**config.mk**
```make
export PLATFORM = sky130hd
export DESIGN_NAME = spi_master_flat
export DESIGN_NICKNAME = d
export VERILOG_FILES = /design/src/rtl/spi_master_if.sv /design/src/rtl/spi_master.sv /design/src/flat_wrapper.sv
export SDC_FILE = /design/constraint.sdc
export NUM_CORES = 1
export LEC_CHECK = 0
export CAP_MARGIN = 5
export CORE_ASPECT_RATIO = 0.75
export CORE_MARGIN = 5
export CORE_UTILIZATION = 55
export DETAILED_ROUTE_END_ITERATION = 7
export GPL_ROUTABILITY_DRIVEN = 0
export PLACE_DENSITY = 0.79
export SLEW_MARGIN = 10
export SYNTH_ARGS = -nofsm -noshare
export SYNTH_HDL_FRONTEND = slang
export SYNTH_SLANG_ARGS = --single-unit
```
**constraint.sdc**
```tcl
create_clock -name clk -period 2 [get_ports clk]
set_input_delay 0.5 -clock clk [delete_from_list [all_inputs] [get_ports clk]]
set_output_delay 0.5 -clock clk [all_outputs]
set_load 0.03 [all_outputs]
```
**src/rtl/spi_master_if.sv**
```systemverilog
// Controller-side byte handshake plus the board-level SPI pins of spi_master.
interface spi_master_if;
  logic [7:0] Tx_Byte;
  logic       Tx_Hold;
  logic       Tx_DV;
  logic       Tx_Ready;
  logic [7:0] Rx_Byte;
  logic       Rx_DV;
  logic       SPI_Clk;
  logic       SPI_MOSI;
  logic       SPI_MISO;
  logic       SPI_CS;

  modport master (
    input  Tx_Byte, Tx_Hold, Tx_DV, SPI_MISO,
    output Tx_Ready, Rx_Byte, Rx_DV, SPI_Clk, SPI_MOSI, SPI_CS
  );

  modport slave (
    output Tx_Byte, Tx_Hold, Tx_DV, SPI_MISO,
    input  Tx_Ready, Rx_Byte, Rx_DV, SPI_Clk, SPI_MOSI, SPI_CS
  );
endinterface

```
**src/rtl/spi_master.sv**
```systemverilog
// Mode 0 SPI master: one byte per Tx_DV, MSB first, CS held low across
// bytes flagged with Tx_Hold. Every output comes straight from a register.
module spi_master #(
  parameter int CLKS_PER_HALF_BIT = 4,
  parameter int CS_IDLE_CYCLES    = 8
) (
  input  logic          clk,
  input  logic          resetn,
  spi_master_if.master  bus
);

  typedef enum logic [2:0] {IDLE, SETUP, XFER, HOLD, TAIL, GAP} state_t;

  localparam logic [7:0] HALF_LAST = 8'(CLKS_PER_HALF_BIT - 1);
  localparam logic [7:0] GAP_LAST  = 8'(CS_IDLE_CYCLES - 1);

  state_t     r_state, w_state;
  logic [7:0] r_cnt, w_cnt;         // half-period / tail / gap counter
  logic [2:0] r_bit, w_bit;         // falling edges seen in this byte
  logic       r_fin, w_fin;         // 8th falling edge just happened
  logic       r_sclk, w_sclk;       // also the edge-phase flag
  logic       r_mosi, w_mosi;
  logic       r_cs, w_cs;
  logic [6:0] r_tx, w_tx;           // bits still to send after the current one
  logic [7:0] r_rx, w_rx;
  logic       r_hold, w_hold;
  logic [7:0] r_rx_byte, w_rx_byte;
  logic       r_rx_dv, w_rx_dv;
  logic       r_ready, w_ready;
  logic       w_wrap;

  assign w_wrap = (r_cnt == HALF_LAST);

  // Next-state and next-output computation for every register.
  always_comb begin
    w_state   = r_state;
    w_cnt     = r_cnt;
    w_bit     = r_bit;
    w_fin     = 1'b0;
    w_sclk    = r_sclk;
    w_mosi    = r_mosi;
    w_cs      = r_cs;
    w_tx      = r_tx;
    w_rx      = r_rx;
    w_hold    = r_hold;
    w_rx_byte = r_rx_byte;
    w_rx_dv   = 1'b0;
    case (r_state)
      IDLE, HOLD: begin
        if (bus.Tx_DV) begin
          w_tx    = bus.Tx_Byte[6:0];
          w_mosi  = bus.Tx_Byte[7];
          w_hold  = bus.Tx_Hold;
          w_cs    = 1'b0;
          w_cnt   = 8'd0;
          w_bit   = 3'd0;
          w_state = SETUP;
        end
      end
      SETUP: begin
        if (w_wrap) begin
          w_cnt   = 8'd0;
          w_sclk  = 1'b1;
          w_state = XFER;
        end else begin
          w_cnt = r_cnt + 8'd1;
        end
      end
      XFER: begin
        // Counter keeps running through the finish cycle so TAIL lands
        // exactly one half period after the last falling edge.
        w_cnt = w_wrap ? 8'd0 : r_cnt + 8'd1;
        if (r_fin) begin
          w_rx_byte = r_rx;
          w_rx_dv   = 1'b1;
          w_state   = r_hold ? HOLD : TAIL;
        end else if (w_wrap) begin
          w_sclk = ~r_sclk;
          if (r_sclk) begin
            // Sample MISO as late as possible in the high phase.
            w_rx  = {r_rx[6:0], bus.SPI_MISO};
            w_bit = r_bit + 3'd1;
            if (r_bit == 3'd7) begin
              w_fin = 1'b1;
            end else begin
              w_mosi = r_tx[6];
              w_tx   = {r_tx[5:0], 1'b0};
            end
          end
        end
      end
      TAIL: begin
        if (w_wrap) begin
          w_cs    = 1'b1;
          w_cnt   = 8'd0;
          w_state = GAP;
        end else begin
          w_cnt = r_cnt + 8'd1;
        end
      end
      GAP: begin
        if (r_cnt == GAP_LAST) begin
          w_cnt   = 8'd0;
          w_state = IDLE;
        end else begin
          w_cnt = r_cnt + 8'd1;
        end
      end
      default: w_state = IDLE;
    endcase
    w_ready = (w_state == IDLE) || (w_state == HOLD);
  end

  // State and output registers; reset drops any partial byte.
  always_ff @(posedge clk or negedge resetn) begin
    if (!resetn) begin
      r_state   <= IDLE;
      r_cnt     <= 8'd0;
      r_bit     <= 3'd0;
      r_fin     <= 1'b0;
      r_sclk    <= 1'b0;
      r_mosi    <= 1'b0;
      r_cs      <= 1'b1;
      r_tx      <= 7'd0;
      r_rx      <= 8'd0;
      r_hold    <= 1'b0;
      r_rx_byte <= 8'd0;
      r_rx_dv   <= 1'b0;
      r_ready   <= 1'b1;
    end else begin
      r_state   <= w_state;
      r_cnt     <= w_cnt;
      r_bit     <= w_bit;
      r_fin     <= w_fin;
      r_sclk    <= w_sclk;
      r_mosi    <= w_mosi;
      r_cs      <= w_cs;
      r_tx      <= w_tx;
      r_rx      <= w_rx;
      r_hold    <= w_hold;
      r_rx_byte <= w_rx_byte;
      r_rx_dv   <= w_rx_dv;
      r_ready   <= w_ready;
    end
  end

  assign bus.SPI_Clk  = r_sclk;
  assign bus.SPI_MOSI = r_mosi;
  assign bus.SPI_CS   = r_cs;
  assign bus.Rx_Byte  = r_rx_byte;
  assign bus.Rx_DV    = r_rx_dv;
  assign bus.Tx_Ready = r_ready;

endmodule

```
**src/flat_wrapper.sv**
```systemverilog
// flat-port wrapper written by rule: the top's interface ports become plain ports
module spi_master_flat 
#(
  parameter int CLKS_PER_HALF_BIT = 4,
  parameter int CS_IDLE_CYCLES    = 8
)
  (clk, resetn, bus_Tx_Byte, bus_Tx_Hold, bus_Tx_DV, bus_SPI_MISO, bus_Tx_Ready, bus_Rx_Byte, bus_Rx_DV, bus_SPI_Clk, bus_SPI_MOSI, bus_SPI_CS);
  spi_master_if bus_i ();
  input  logic clk;
  input  logic resetn;
  input wire logic [$bits(bus_i.Tx_Byte)-1:0] bus_Tx_Byte;
  input wire logic [$bits(bus_i.Tx_Hold)-1:0] bus_Tx_Hold;
  input wire logic [$bits(bus_i.Tx_DV)-1:0] bus_Tx_DV;
  input wire logic [$bits(bus_i.SPI_MISO)-1:0] bus_SPI_MISO;
  output wire logic [$bits(bus_i.Tx_Ready)-1:0] bus_Tx_Ready;
  output wire logic [$bits(bus_i.Rx_Byte)-1:0] bus_Rx_Byte;
  output wire logic [$bits(bus_i.Rx_DV)-1:0] bus_Rx_DV;
  output wire logic [$bits(bus_i.SPI_Clk)-1:0] bus_SPI_Clk;
  output wire logic [$bits(bus_i.SPI_MOSI)-1:0] bus_SPI_MOSI;
  output wire logic [$bits(bus_i.SPI_CS)-1:0] bus_SPI_CS;
  assign bus_i.Tx_Byte = bus_Tx_Byte;
  assign bus_i.Tx_Hold = bus_Tx_Hold;
  assign bus_i.Tx_DV = bus_Tx_DV;
  assign bus_i.SPI_MISO = bus_SPI_MISO;
  assign bus_Tx_Ready = bus_i.Tx_Ready;
  assign bus_Rx_Byte = bus_i.Rx_Byte;
  assign bus_Rx_DV = bus_i.Rx_DV;
  assign bus_SPI_Clk = bus_i.SPI_Clk;
  assign bus_SPI_MOSI = bus_i.SPI_MOSI;
  assign bus_SPI_CS = bus_i.SPI_CS;
  spi_master #(.CLKS_PER_HALF_BIT(CLKS_PER_HALF_BIT), .CS_IDLE_CYCLES(CS_IDLE_CYCLES)) u_core (.clk(clk), .resetn(resetn), .bus(bus_i));
endmodule
```
==> results list <==
- Share of synthesized flip-flops with an asynchronous set or reset: 1.00
- At the end of the flow the core is filled with cells to 0.693.
- The setup path with the least slack is of type reg2reg.
- Net Sw Power: 1100 µW
- Flop pwr share: 0.385
- Setup violations remaining at the end of the flow were counted as 0.
* Period utilization: 0.950
- The repair_antennas step left the layout with diodes totalling 0.
- Layout area overhead: 24.0%
- F_max: 526 MHz
- Of the total power, combinational logic draws 0.403.
* Total Power: 3190 µW
- Vias in the first global route: 1686
* Sw frac: 0.345
* Endpoint of the worst-slack reg-to-reg timing path: u_core.bus.Tx_Ready$_DFF_PN1_
- The H-tree generated during clock tree synthesis spans 2 levels.
- Of all nets on the critical path, the largest fanout is 6.
* First-pass DRT Iterations: 4
- Post-route setup TNS: 0 ps
- Layout cells sized above 1: 0.280
- Instance count of the mapped netlist: 198
- Counting both buffers and inverters, the worst setup path holds a total of 1.
- The initial antenna violation count came to 0.
- Mean post-synth cell area: 11.2 µm²
* Number of sinks handled by clock tree synthesis: 44
- Primary FF master, synth: dfrtp_1
- Detailed routing inserted a total of 1656 vias.
- Across every metal layer, demand over resource in global routing totals 0.202.
- IR analysis of the VDD net gives a maximum drop of 0.00103 V.
- Most frequent cells in the layout: dfrtp_1 (42), nand2_1 (28), clkdlybuf4s50_1 (21)
- Die Y-Extent: 65.1 µm
- The tree is rooted in a clkbuf_8.
- STA classifies the critical path startpoint as a flip-flop.
- Family with the most delay on the worst path: simple AND/OR/NAND/NOR gates
* Placeable core area: 0.00398 mm²
- In this run the count of I/O pins placed on the die edge is 26.
- Area of the mapped netlist: 0.00222 mm²
* Unique cell type count in the Yosys netlist: 49
- The routed design has 4780 µm of wire.
* GR Overflow Total: 0
- Setup repair after global routing left no endpoint under its margin.
- Most frequent standard cell in the layout excluding fill and tap cells: dfrtp_1
- Summed over all nets, the half-perimeter wirelength after detailed placement is 3420 µm.
- Fill count: 298
- For this run, the register share of the synthesized area comes to 0.496.
* IO buf count: 25
- The first global-routing pass estimated 8580 µm of wire.
- At the worst endpoint, the required time is 2240 ps.
* Synthesis warning total: 0
- The count of nets left with antenna violations once routing finished came out at 0.
* Tightest slew margin relative to the limit: 0.677
* Delay of the slowest cell on the worst path: 410 ps
- CTS hold repair buffers: 0
* Average via count per standard cell: 5.56
* CTS Buf Count: 5
- Cell Chain, Critical Path: ha_1, nor3b_4, buf_4, and4_2, a211o_1, xnor2_1, nor2b_2
- In this run the core area contains 20 standard-cell rows.
* Final setup skew: 5.55 ps
- Least-Margin Pin Slew: 481 ps
* Worst slack on hold paths: 100 ps
* Area of all sequential standard cells: 0.00110 mm²
- Cell Pwr Density: 1160 mW/mm²
- After clock tree synthesis, the clock-pin slew on the worst setup and hold paths is 80 ps.
- The clock period could shrink to 1900 ps.
- Number of nets in the layout: 258
* Area of the multi-input gates: 0.00106 mm²
- In this run the horizontal extent of the chip is 83.4 µm.
- The number of nets handed over by synthesis was 214.
- Non-Filler Cell Area, Final: 0.00276 mm²
* Flip-flop and latch count after synthesis: 44
- Dpl cell area: 0.00263 mm²
* Number of max-cap violations: 0
- Final hold viol count: 0
- Path class of the lowest-slack min-delay path: in2async
- In the routed design, unresolved DRC markers number 0.
- Clock insertion delay at the later pin of the skew report: 300 ps
- The run finished with clean final reports.
- TritonCTS built the clock tree.
* Startpoint of the worst register-to-register path: u_core.r_cnt[0]$_DFFE_PN0P_
* Crit-path slowest cell: dfrtp_1
- Pin count of the biggest net entering global routing: 18
* Worst setup EP type: flip-flop
- Effective utilization at floorplan: 0.559
* Deepest clock path buffer count: 2
* Design internal power: 2090 µW
- The setup check on the worst reg-to-reg path leaves a slack of 100 ps.
- Dividing the detail-routed wire length by the instance count gives 16.0 µm.
- Leakage power: 0.00136 µW
- Of the total power, the clock network draws 0.212.
- 1st-iter DRT viols: 62
- The die covers 0.00543 mm².
- Data on the critical path arrives at its endpoint at 2140 ps.
* Slew Viols, Final: 0
* Path depth of the worst reg2reg path: 7
* Number of enable flip-flop cells after synthesis: 0
[logic make-up after synthesis]
family | share of synthesized area
muxes | 0.138
buffers and inverters | 0.0287
DFF | 0.496
and+or+nand+nor | 0.185
adders and majority gates | 0.0169
xor gates and xnor gates | 0.00788
AOI/OAI and AO/OA | 0.128
[cell usage after synthesis (4+ instances only)]
library cell | n | area, µm²
dfrtp_1 | 42 | 1050
nand2_1 | 28 | 105
mux2_2 | 17 | 191
o21ai_0 | 11 | 55.1
inv_1 | 7 | 26.3
mux2_4 | 7 | 105
a21oi_1 | 6 | 30.0
buf_2 | 6 | 30.0
a21o_1 | 5 | 37.5
nand2b_1 | 5 | 31.3
nand3_1 | 5 | 25.0
nor3b_1 | 5 | 37.5
and3_1 | 4 | 25.0
nor2_1 | 4 | 15.0
[how the worst max path moves through the flow]
stage                                        from                             to  cells past startpoint
global placement                        bus_Tx_DV     u_core.r_tx[5]$_DFFE_PN0P_                      6
finish                u_core.r_cnt[0]$_DFFE_PN0P_  u_core.bus.Tx_Ready$_DFF_PN1_                      7
global route          u_core.r_cnt[0]$_DFFE_PN0P_    u_core.r_cnt[7]$_DFFE_PN0P_                      8
CTS                 u_core.bus.Tx_Ready$_DFF_PN1_                   bus_Tx_Ready                      1
floorplan             u_core.r_cnt[0]$_DFFE_PN0P_     u_core.r_rx[1]$_DFFE_PN0P_                      6
detailed placement                      bus_Tx_DV     u_core.r_tx[3]$_DFFE_PN0P_                      6
[what timing repair did]
action,CTS,global route
cloned,0,0
endpoints found under the setup margin,4,3
buffers inserted,2,0
gates resized for setup,1,3
[layer usage]
layer	GRT usage	share of wire	wire length [µm]
met1	0.297	0.51	2420
met2	0.282	0.42	2030
met3	0.0496	0.056	267
met4	0.0803	0.012	57
met5	0.0202	0	0
[per-stage QoR]
step | std cells | setup slack [ps]
floorplan | 198 | 213
global placement | 288 | -118
detailed placement | 288 | -148
CTS | 298 | 1.27
global route | 298 | 36.2
finish | 298 | 101
[power groups by stage]
| stage | logic, µW | registers, µW | clock network, µW |
|---|---|---|---|
| 6_report | 1280 | 1230 | 674 |
| 5_1_grt | 1420 | 1260 | 723 |
| 3_3_place_gp | 1220 | 1230 | 0 |
| 4_1_cts | 1280 | 1220 | 689 |
| 3_5_place_dp | 1250 | 1240 | 0 |
| 2_1_floorplan | 862 | 1240 | 0 |
[state kept, by name (all words and copies together) (netlist names), 3 cells and up]
register and cells:
u_core.r_bit 3, u_core.r_tx 7, u_core.r_cnt 8, u_core.bus.Rx_Byte 8
u_core.r_rx 8, u_core.r_state 3
[worst register-to-register path, cell delays in order, from the launching register on]
cell	delay (ps)
dfrtp_1	410
ha_1	240
nor3b_4	170
buf_4	160
and4_2	230
a211o_1	310
xnor2_1	150
nor2b_2	150
[cell type report]
type                    count  share of cell area
inverters                   7             0.00953
repair buffers             44               0.142
clock buffers               6              0.0263
clock inverters             2              0.0127
multi-input cells         140               0.384
well taps                  55              0.0250
flip-flops and latches     44               0.400
Power figures use the tool's default switching activity.
